[config.mk]
export PLATFORM = sky130hd
export DESIGN_NAME = encoder8to3_queue
export DESIGN_NICKNAME = d
export VERILOG_FILES = /design/src/rtl/enc_pkg.sv /design/src/rtl/encoder8to3_queue_prio_enc8.sv /design/src/rtl/encoder8to3_queue.sv
export SDC_FILE = /design/constraint.sdc
export NUM_CORES = 1
export LEC_CHECK = 0
export ABC_AREA = 1
export BUFFER_PORTS_ARGS = -buffer_cell sky130_fd_sc_hd__buf_4
export CORE_UTILIZATION = 45
export DETAILED_ROUTE_END_ITERATION = 8
export PLACE_DENSITY = 0.72
export SYNTH_ARGS = -nofsm -noshare
export SYNTH_HDL_FRONTEND = slang
export SYNTH_HIERARCHICAL = 1
export SYNTH_SLANG_ARGS = --single-unit
[constraint.sdc]
create_clock -name clk -period 1.8 [get_ports clk]
set_input_delay 0.36 -clock clk [delete_from_list [all_inputs] [get_ports clk]]
set_output_delay 0.36 -clock clk [all_outputs]
set_load 0.02 [all_outputs]
[src/rtl/enc_pkg.sv]
// Shared constants and state encoding for the sequential 8-to-3 encoder.
package enc_pkg;

  localparam int N_IN   = 8;
  localparam int CODE_W = 3;

  // Priority-order select values for PRIO_HIGH
  localparam bit PRIO_LOW_FIRST  = 1'b0;
  localparam bit PRIO_HIGH_FIRST = 1'b1;

  typedef enum logic {
    IDLE    = 1'b0,
    PRESENT = 1'b1
  } state_t;

endpackage

[src/rtl/encoder8to3_queue_prio_enc8.sv]
// Combinational 8-bit priority encoder; direction chosen by PRIO_HIGH.
module prio_enc8
  import enc_pkg::*;
#(
  parameter bit PRIO_HIGH = PRIO_LOW_FIRST
) (
  input  logic [N_IN-1:0]   vec,
  output logic [CODE_W-1:0] idx,
  output logic              found
);

  always_comb begin
    idx   = '0;
    found = |vec;
    // Scan so the preferred end is visited last and wins
    if (PRIO_HIGH == PRIO_HIGH_FIRST) begin
      for (int i = 0; i < N_IN; i++) begin
        if (vec[i]) idx = CODE_W'(i);
      end
    end else begin
      for (int i = N_IN - 1; i >= 0; i--) begin
        if (vec[i]) idx = CODE_W'(i);
      end
    end
  end

endmodule

[src/rtl/encoder8to3_queue.sv]
// Collects line events into a pending vector and emits them one at a time
// as 3-bit codes over a valid/ready handshake, in fixed priority order.
module encoder8to3_queue
  import enc_pkg::*;
#(
  parameter bit PRIO_HIGH = PRIO_LOW_FIRST
) (
  input  logic              clk,
  input  logic              rst,
  input  logic              e,
  input  logic [N_IN-1:0]   req,
  output logic [CODE_W-1:0] code,
  output logic              valid,
  input  logic              ready,
  output logic [N_IN-1:0]   pending,
  output logic              empty,
  output logic              overflow
);

  state_t              state_reg, state_next;
  logic [N_IN-1:0]     pending_reg, pending_next;
  logic [CODE_W-1:0]   code_reg, code_next;
  logic                overflow_reg, overflow_next;

  logic [CODE_W-1:0]   sel_idx;
  logic                sel_found;
  logic                load_en;
  logic [N_IN-1:0]     load_mask;
  logic [N_IN-1:0]     set_vec;

  prio_enc8 #(
    .PRIO_HIGH(PRIO_HIGH)
  ) u_prio (
    .vec  (pending_reg),
    .idx  (sel_idx),
    .found(sel_found)
  );

  // The output stage is free when nothing is presented or the current code
  // is being accepted this edge.
  assign load_en   = sel_found && ((state_reg == IDLE) || ready);
  assign load_mask = load_en ? (N_IN'(1) << sel_idx) : '0;
  assign set_vec   = e ? req : '0;

  always_comb begin
    state_next    = state_reg;
    pending_next  = (pending_reg & ~load_mask) | set_vec;
    code_next     = load_en ? sel_idx : code_reg;
    // A new event only counts as lost if it lands on a bit still waiting
    overflow_next = overflow_reg | (|(set_vec & pending_reg & ~load_mask));
    case (state_reg)
      IDLE:    if (sel_found) state_next = PRESENT;
      PRESENT: if (ready && !sel_found) state_next = IDLE;
      default: state_next = IDLE;
    endcase
  end

  always_ff @(posedge clk) begin
    if (rst) begin
      state_reg    <= IDLE;
      pending_reg  <= '0;
      code_reg     <= '0;
      overflow_reg <= 1'b0;
    end else begin
      state_reg    <= state_next;
      pending_reg  <= pending_next;
      code_reg     <= code_next;
      overflow_reg <= overflow_next;
    end
  end

  assign code     = code_reg;
  assign valid    = (state_reg == PRESENT);
  assign pending  = pending_reg;
  assign overflow = overflow_reg;
  assign empty    = (pending_reg == '0) && (state_reg == IDLE);

endmodule

======== After elaboration in Yosys (flattened, before gate mapping) ========
Cells that the tools add are included.
cells by class
  shift-type cells ........................ 1
  mux-type cells .......................... 13
  bitwise operators ....................... 7
  reduce and logical (&&, ||, !) cells .... 8
operator list
  cell                                                                count
  8-bit AND                                                           3
  3-bit two-way mux                                                   8
  8-bit two-way mux                                                   2
  8-bit OR reduction                                                  2
  8-bit zero test                                                     1
  8-bit NOT                                                           1
  8-bit bitwise OR                                                    1
  1-bit by 3-bit left shift with 8-bit output (first input constant)  1
  1-bit logical AND                                                   3
  1-bit two-way mux                                                   2
  1-bit one-hot mux with 2 select lines                               1
  1-bit zero test                                                     1
  1-bit logical OR                                                    1
  1-bit NOT                                                           1
  1-bit bitwise OR                                                    1
storage, ports and cells
  input port bits ......................... 12
  word-level logic and storage cells ...... 33
  register bits after elaboration ......... 13

======== Logic depth before layout (Yosys ltp) ========
Gate-level depths: netlist (run 1).
  depth after elaboration ................. 14
  mapped depth ............................ 17

======== By module ========
The synthesis (run 1) kept the hierarchy.
by module, submodules not included
  module             sequential area each (um^2)  area each (um^2)  instances  cells an instance
  encoder8to3_queue  260.2                        700.7             1          103
  prio_enc8          0.0                          98.8              1          22

======== Worst setup path after synthesis (run 1) ========
OpenSTA, ideal clock, no wires.
  path kind ............................... reg-to-reg
  start point ............................. register pending_reg[5], in the netlist pending[5]
  end point ............................... register overflow_reg, in the netlist overflow
  stages on the path, launching flop included .. 14
  data arrival time ....................... 1,617 ps
  library setup time ...................... 109 ps
  period minus slack after synthesis ...... 1,725 ps
  setup slack ............................. 75 ps
  required time ........................... 1,691 ps
  cells stage by stage .................... dfxtp_1 -> inv_1 -> nand2_1 -> nand2_1 -> nand2_1 -> nand2_1 -> a21oi_1 -> nand3_1 -> o21ai_0 -> nand2_1 -> nor2_1 -> nand3_1 -> nand2_1 -> inv_1
on the way
  cells in the longest elaborated chain, start to end .. 12
RTL lines
  what                                         RTL line                           RTL
  start: declaration                           encoder8to3_queue.sv:21            logic [N_IN-1:0] pending_reg, pending_next;
  start signal: assignment                     encoder8to3_queue.sv:66            pending_reg <= pending_next;
  3-bit two-way mux (6 in a row)               encoder8to3_queue_prio_enc8.sv:22  if (vec[i]) idx = CODE_W'(i);
  via sel_idx[0]                               encoder8to3_queue.sv:25            logic [CODE_W-1:0] sel_idx;
  1-bit by 3-bit left shift with 8-bit output  encoder8to3_queue.sv:42            assign load_mask = load_en ? (N_IN'(1) << sel_idx) : '0;
  8-bit two-way mux                            encoder8to3_queue.sv:42
  8-bit NOT                                    encoder8to3_queue.sv:50            overflow_next = overflow_reg | (|(set_vec & pending_reg & ~load_mask));
  8-bit AND                                    encoder8to3_queue.sv:50
  8-bit OR reduction                           encoder8to3_queue.sv:50
  1-bit bitwise OR                             encoder8to3_queue.sv:50
  end signal: assignment                       encoder8to3_queue.sv:68            overflow_reg <= overflow_next;
  end: declaration                             encoder8to3_queue.sv:23            logic overflow_reg, overflow_next;
The timed path passes the listed nets, and every way through them passes these cells.
A chain may end at the register's enable or synchronous reset.

======== Worst setup path in the final report (run 1) ========
  start point ............................. register pending_reg[4], in the netlist pending[4]
  end point ............................... output port empty
on the way
  cells in the longest elaborated chain, start to end .. 2
RTL lines
  what               RTL line                 RTL
  8-bit zero test    encoder8to3_queue.sv:76  assign empty = (pending_reg == '0) && (state_reg == IDLE);
  1-bit logical AND  encoder8to3_queue.sv:76
  end: declaration   encoder8to3_queue.sv:16  output logic empty,
Every way passes these cells.

==> flow_summary.toml, run 1 <==
[global_route]
gr-usage-all-layers_pct = 24.2
grt_max_degree = 15
overflow = 0
grt_pass1_vias = 804
antenna_found_initial = 0
grt_first_pass_wirelength_um = 3480

[cts]
insertion_delay_ps = 290
clock_path_buffers = 2
cts_sinks = 13
cts_hold_buf = 0
ctsRootBufferMaster = "clkbuf_4"
numCtsBuffers = 3
htree_levels = 1
cts_tree = "done"
cts.reportedPaths.clkPinSlew_ps = 90

[die]
core_area_um2 = 1580
die_area_um2 = 1950
die_x_um = 44.2
chipHeight_um = 44.2
start_util_pct = 50.7
rows = 14
io_pins = 26

[timing]
max_freq_mhz = 589
fin_crit_sh_pct = 94.4
relSlewSlack_pct = 83.7
setup_violations = 0
finalHoldViolations = 0
period_minus_slack_ps = 1700
fin_skew_ps = 8.29
worst_pin_slew_ps = 244
slew_viol_final = 0
grt_setup_unrepaired = "yes"

[cells_and_area]
drive_gt1_share_pct = 39.5
ff_latch_area_um2 = 269
multiInputGateArea_um2 = 503
nets = 175
largest_reg_flops = 8
syn2layout_area_growth_pct = 46.5
n_fill_cell = 124
instances_no_fill = 178
diodes = 0

[hold_path]
hold_start = "rst"
hold_class = "in -> reg"
hold_depth = 2
hold_end = "pending[2]"

[pwr]
p_clk_share_pct = 20.8
leakage_nw = 0.555
swShare_pct = 38.6
p_per_area_nw_per_um2 = 793
ir_worst_vdd_mv = 0.550
p_comb_share_pct = 42.1
pwr-share-seq_pct = 37.1
power.internal_uw = 571
power_uw = 929
p_switching_uw = 358

[logic_synthesis]
async_flop_share_pct = 0
synth_area_um2 = 800
syn_area_per_cell_um2 = 6.40
syn-instance-count = 125
synth.most_common_cell = "nand2_1"
synth_seq_cells = 13
synth.distinct_cells = 19
synth_ff_type = "dfxtp_1"
synth_edf_count = 0
synth_area_leaders = "dfxtp_1 33%, nand2_1 11%, a21oi_1 8.1%"
synth-seq-area-share_pct = 32.6
synth_common_cells = "24 x nand2_1, 17 x inv_1"
syn_nets = 137
yosysTopAreaCellShare_pct = 32.6
ys.warnings.count = 6
synth_area_leader_cell = "dfxtp_1"

[setup_path]
reg2reg_slack_ps = 120
cp_max_fo = 4
worstRegToRegCells = 13
r2r-end = "overflow"
crit_slowest_cell = "dfxtp_1"
crit_chain = "buf_4 > nor4_4 > nand2_1 > nor2_1 > buf_4"
crit_top_cell = "buf_4"
cp_data_arrival_time_ps = 1340
critPathMaxStageDelay_ps = 350
required_ps = 1440
cp-end-kind = "output port"
start_kind = "flop"
path_class = "reg -> out"
r2r-start = "pending[6]"

[place]
placed_cells = 172
portBuffers = 25
place_hpwl_um = 1620
globalplace.congestion = 0.850

[routing]
vias = 966
drc_errors = 0
viasPerCell = 5.43
wl_per_cell_um = 12.6
ant_nets = 0
drtIter0Drc = 51
routed_wl_um = 2250
drt_pass1_iterations = 6

[run]
maxCapViolCount = 0

[run_status]
status = "finished clean"
## through the flow
| stage | worst slack [ps] | TNS, ps | utilization, % | hold slack, ps | cell area, µm² |
|---|---|---|---|---|---|
| final | 101 | 0 | 74.3 | 310 | 1170 |
| after global routing | -13.1 | -20.6 | 74.3 | 313 | 1170 |
| after CTS | 37.6 | 0 | 68.6 | 323 | 1080 |
| after detailed placement | 44.9 | 0 | 66.5 | 530 | 1050 |
| after global placement | 40.3 | 0 | 66.5 | 526 | 1050 |
| after floorplan | 74.7 | 0 | - | 507 | 800 |
## worst max-delay path, delay by kind of cell (launching register included)
kind | cells | cell delay [ps]
buffers and inverters | 2 | 310
DFF | 1 | 350
and+or+nand+nor | 3 | 390
## layer usage
layer  track usage (%)  part of all wire [%]
met1              32.3                    43
met2              40.3                    49
met3              2.45                   7.6
met4              9.09                   1.2
met5                 0                     0
## what timing repair did
item | CTS | global route
buffers inserted | 0 | 2
endpoints found under the setup margin | 1 | 2
pin swaps | 0 | 7
gates resized for setup | 1 | 22
## cells by family (layout without fill, tap and decap cells)
logic type             Yosys count  in the layout  synth area share (%)
AO/OA/AOI/OAI                   29             29                  20.0
flip-flops                      13             13                  32.6
buffers and inverters           23             60                  12.7
AND/OR/NAND/NOR                 60             60                  34.7
## power groups by stage
stage	Clock [mW]	Combinational, mW	Sequential, mW
floorplan	0	0.175	0.385
global placement	0	0.337	0.344
detailed placement	0	0.341	0.345
CTS	0.192	0.344	0.340
global route	0.213	0.423	0.350
finish	0.193	0.391	0.344
## layout by cell type, fill, tap and decap left out
cell type / instances
inv_2: 4
inv_1: 16
buf_4: 34
nor4_4: 2
o21ai_1: 3
buf_6: 2
nand3_1: 13
dfxtp_2: 4
or2_4: 1
nand2_1: 24
a21oi_4: 1
a21oi_1: 12
a21oi_2: 1
nor3_4: 1
o21bai_1: 1
nand2_4: 1
clkbuf_4: 3
a31oi_4: 1
clkbuf_1: 1
dfxtp_1: 8
nand2_2: 1
nor2_1: 9
o21ai_0: 10
nand4_1: 1
dfxtp_4: 1
nor2_2: 7
## layout make-up
class / instances / area share [%]
Sequential cell: 13 / 23.0
Clock buffer: 4 / 2.24
Multi-Input combinational cell: 89 / 42.9
Timing Repair Buffer: 36 / 23.7
Tap cell: 16 / 1.71
Inverter: 20 / 6.41
## worst max path at each step
stage / startpoint / depth (start not counted) / end / slack [ps]
2_1_floorplan: pending[5] / 13 / overflow / 70
3_3_place_gp: pending[7] / 10 / overflow / 40
3_5_place_dp: pending[6] / 10 / overflow / 40
4_1_cts: pending[6] / 10 / overflow / 40
5_1_grt: pending[1] / 11 / overflow / -10
6_report: pending[4] / 5 / empty / 100
(Power assumes the default switching activity.)
==> inputs of run 2 (changes only) <==
Settings changed: CORE_MARGIN set to 3.
==> run 2 against run 1 <==
Compared with the run above: sequential cell count stayed put; critical path depth stayed put; routed wire length is 0.40% higher; non-clock buffer count is 1 lower; worst setup slack worse by 18 ps; highest routed layer unchanged.
==> flow_summary.toml, run 2 (synthesis gave the netlist of run 1 again) <==
[global_route]
grt_first_pass_wirelength_um = 3360
grt_pass1_vias = 792
gr-usage-all-layers_pct = 20.7
overflow = 0
grt_max_degree = 15
antenna_found_initial = 0

[die]
die_area_um2 = 2320
start_util_pct = 50.2
core_area_um2 = 1590
io_pins = 26
chipHeight_um = 48.2
rows = 14
die_x_um = 48.2

[pwr]
ir_worst_vdd_mv = 0.602
leakage_nw = 0.545
p_per_area_nw_per_um2 = 788

[cells_and_area]
final_cell_mix = "35 x buf_4, 24 x nand2_1, 16 x inv_1, 13 x a21oi_1, 11 x dfxtp_1"
diodes = 0
final_common_cell = "buf_4"
stdcell_area_um2 = 1170
n_fill_cell = 138
largest_reg_flops = 8
drive_gt1_share_pct = 41.0
nets = 174
syn2layout_area_growth_pct = 46.2
multiInputGateArea_um2 = 507
ff_latch_area_um2 = 265
final_util_pct = 73.3

[place]
portBuffers = 25
globalplace.congestion = 0.853
place_hpwl_um = 1640
place_area_um2 = 1050

[cts]
ctsRootBufferMaster = "clkbuf_4"
clock_path_buffers = 2
cts_tree = "done"
cts.reportedPaths.clkPinSlew_ps = 80
htree_levels = 1
cts_sinks = 13
numCtsBuffers = 3
insertion_delay_ps = 290

[timing]
worst_pin_slew_ps = 321
period_minus_slack_ps = 1720
setup_violations = 0
finalHoldViolations = 0
relSlewSlack_pct = 78.5
fin_skew_ps = 5.80
fin_crit_sh_pct = 95.4
holdWs_ps = 314
slew_viol_final = 0
grt_setup_unrepaired = "yes"
max_freq_mhz = 583

[routing]
wl_per_cell_um = 12.2
vias = 921
viasPerCell = 4.98
drc_errors = 0
drt_pass1_iterations = 4
ant_nets = 0
drtIter0Drc = 33
routed_wl_um = 2260

[setup_path]
cp_data_arrival_time_ps = 1360
path_class = "reg -> out"
required_ps = 1440
cp-end-kind = "output port"
cp_max_fo = 5
start_kind = "flop"

[hold_path]
hold_class = "in -> reg"

[run_status]
status = "finished clean"

[run]
maxCapViolCount = 0
run 2: changes by cell type in the layout (fill, tap and decap cells not counted), sizes merged:
cell and change:
buf -1
run 2: report_power, final:
| group | total (mW) | leakage (nW) | switching, mW | internal (mW) |
|---|---|---|---|---|
| sequential | 0.341 | 0.109 | 0.0234 | 0.317 |
| combinational | 0.392 | 0.421 | 0.232 | 0.161 |
| clock | 0.188 | 0.0150 | 0.102 | 0.0862 |
run 2: layout make-up:
cell class | instances | share of cell area, %
Multi-Input combinational cell | 89 | 43.4
Sequential cell | 13 | 22.7
Timing Repair Buffer | 35 | 22.5
Inverter | 20 | 6.64
Tap cell | 24 | 2.57
Clock buffer | 4 | 2.25
run 2: repair_timing:
action	in CTS	in global routing
hold buffers	0	0
setup endpoints to repair	0	4
endpoints found under the hold margin	0	0
buffers inserted	0	2
resized for setup	0	21
run 2: final timing paths:
path / end / cells past startpoint / slack (ps) / startpoint
setup / recovery: empty / 5 / 80 / pending[5]
setup reg to reg: overflow / 13 / 100 / pending[2]
hold / removal: pending[6] / 2 / 310 / rst
hold reg to reg: pending[6] / 2 / 520 / pending[6]
run 2: stage by stage:
step	setup TNS [ps]	instances	total power, mW	setup WS (ps)
2_1_floorplan	0	125	0.560	74.7
3_3_place_gp	0	179	0.683	28.6
3_5_place_dp	0	179	0.687	32.2
4_1_cts	0	183	0.871	9.77
5_1_grt	-49.1	185	0.976	-47.7
6_report	0	185	0.921	83.5
run 2: critical path: stages, from the launching register on:
cell     delay [ps]
dfxtp_1         310
buf_4           150
nor4_2          280
nand2_1         100
nor2_1           90
buf_4           140
run 2: layer usage:
| metal | routed length (µm) | GRT usage, % |
|---|---|---|
| met5 | 0 | 0 |
| met4 | 44 | 9.68 |
| met3 | 106 | 4.43 |
| met2 | 1100 | 30.2 |
| met1 | 1010 | 28.7 |
==> inputs of run 3 (changes only) <==
Settings changed: PLACE_DENSITY 0.72 to 0.74, SYNTH_HIERARCHICAL 1 to unset.
==> run 3 against run 2 <==
Compared with the run above: combinational power is 35% lower; routed wire length is 25% lower; clock-buffer cell count stayed put; clock power is 2% lower; global-route usage is 2.3 points lower.
==> flow_summary.toml, run 3 <==
[setup_path]
critPathMaxStageDelay_ps = 350
path_buf_inv = 3
cp_data_arrival_time_ps = 1300
start_kind = "flop"
r2r-start = "pending[3]"
crit_top_cell = "inv_1"
path_class = "reg -> out"
r2r-end = "overflow"
crit_chain = "inv_1 > nand2_1 > nor2_2 > inv_1 > nor3_1 > buf_4"
required_ps = 1440
crit_slowest_cell = "dfxtp_1"
reg2reg_slack_ps = 310
cp-end-kind = "output port"
path_delay_family = "flip-flops"
worstRegToRegCells = 11
cp_max_fo = 5

[timing]
relSlewSlack_pct = 81.5
fin_crit_sh_pct = 92.4
worst_pin_slew_ps = 276
fin_skew_ps = 4.94
grt_setup_unrepaired = "no"
setup_violations = 0
finalHoldViolations = 0
max_freq_mhz = 601
tns_ps = 0
period_minus_slack_ps = 1660
finalWorstSetupSlack_ps = 136
slew_viol_final = 0

[logic_synthesis]
syn-instance-count = 117
syn_nets = 129
synth_ff_type = "dfxtp_1"
synth_seq_cells = 13
synth_common_cells = "37 x nand2_1, 17 x nor2_1, 15 x a21oi_1, 14 x inv_1, 13 x dfxtp_1"
ys.warnings.count = 0
synth_area_leader_cell = "dfxtp_1"
yosysTopAreaCellShare_pct = 37.1
synth_area_um2 = 702
synth.distinct_cells = 15
synth.most_common_cell = "nand2_1"
synth_edf_count = 0
syn_area_per_cell_um2 = 6.00
synth_area_leaders = "dfxtp_1 37%, nand2_1 20%, a21oi_1 11%"
async_flop_share_pct = 0
synth-seq-area-share_pct = 37.1

[cells_and_area]
final_cell_mix = "37 x nand2_1, 25 x buf_4, 17 x nor2_1, 15 x a21oi_1, 14 x inv_1"
nets = 157
final_common_cell = "nand2_1"
largest_reg_flops = 8
drive_gt1_share_pct = 23.6
syn2layout_area_growth_pct = 32.1
diodes = 0

[cts]
numCtsBuffers = 3
cts_sinks = 13
cts_tree = "done"
cts.reportedPaths.clkPinSlew_ps = 80
insertion_delay_ps = 280
ctsRootBufferMaster = "clkbuf_4"
post_cts_buffers = 0
post_cts_resized = 0
clock_path_buffers = 2
htree_levels = 1
cts_hold_buf = 0

[pwr]
ir_worst_vdd_mv = 0.482
p_per_area_nw_per_um2 = 839
leakage_nw = 0.473

[global_route]
grt_pass1_vias = 695
antenna_found_initial = 0
grt_first_pass_wirelength_um = 2790
overflow = 0
grt_max_degree = 13
gr-usage-all-layers_pct = 18.4

[place]
globalplace.congestion = 0.854
pre_cts_slack_ps = 323
place_hpwl_um = 1380
portBuffers = 25

[die]
start_util_pct = 50.8
rows = 13
chipHeight_um = 45.5
core_area_um2 = 1380
io_pins = 26
die_area_um2 = 2070
die_x_um = 45.5

[hold_path]
hold_depth = 2
hold_start = "rst"
hold_end = "pending[3]"
hold_class = "in -> reg"

[routing]
wl_per_cell_um = 10.7
viasPerCell = 4.93
routed_wl_um = 1700
drtIter0Drc = 13
ant_nets = 0
drc_errors = 0
vias = 784
drt_pass1_iterations = 4

[run_status]
status = "finished clean"

[run]
maxCapViolCount = 0
==> run 3: changes by cell type after synthesis, sizes merged, moves of 3 or more <==
cell and change:
o21ai -10, inv -5, buf -3, nor2 +3, nand3 -8, nand2 +14
==> run 3: logic make-up after synthesis <==
family,count (synthesis),synth area share [%]
AOI/OAI and AO/OA,20,15.0
and+or+nand+nor,66,38.3
DFF,13,37.1
buffers and inverters,18,9.62
==> run 3: worst max path at each step <==
stage               cells past startpoint        from  slack, ps        to
floorplan                               5  pending[0]        250     empty
global placement                       11  pending[3]        310  overflow
detailed placement                     11  pending[3]        320  overflow
CTS                                     6  pending[2]        140     empty
global route                            6  pending[0]         40     empty
finish                                  6  pending[0]        140     empty
==> run 3: final cells by class <==
cell class / count / area (µm²)
clock buffers: 4 / 26.3
well taps: 15 / 18.8
inverters: 16 / 60.1
repair buffers: 25 / 188
multi-input cells: 86 / 374
fillers: 138 / 455
flip-flops and latches: 13 / 260
==> run 3: stage by stage <==
stage	std cells	utilization, %	cell area (µm²)	hold WS (ps)	total power [mW]
detailed placement	155	65.2	901	485	0.601
finish	159	67.1	927	341	0.777
global route	159	67.1	927	356	0.830
CTS	159	67.1	927	344	0.781
global placement	155	65.2	901	483	0.598
floorplan	117	-	702	439	0.507
==> run 3: report_power, final <==
| group | leakage, nW | internal [mW] | switching (mW) |
|---|---|---|---|
| registers | 0.108 | 0.316 | 0.0226 |
| logic | 0.350 | 0.101 | 0.154 |
| clock network | 0.0150 | 0.0858 | 0.0977 |
==> run 3: worst reg2reg max path, stage by stage (launching register included) <==
cell and delay [ps]:
dfxtp_1 360, clkinv_1 140, nand2_2 110, inv_1 50, nand2_2 70, nand2_2 70
nor2_2 140, nand2_1 80, a21oi_1 130, nand3_1 100, nor2_1 90, nor2_1 40
==> run 3: per-layer routing <==
layer	GRT usage, %	routed length, µm	vias up
li1	-	-	419
met1	22.7	803	344
met2	30.9	779	17
met3	2.37	88	4
met4	8.77	28	0
met5	0	0	-
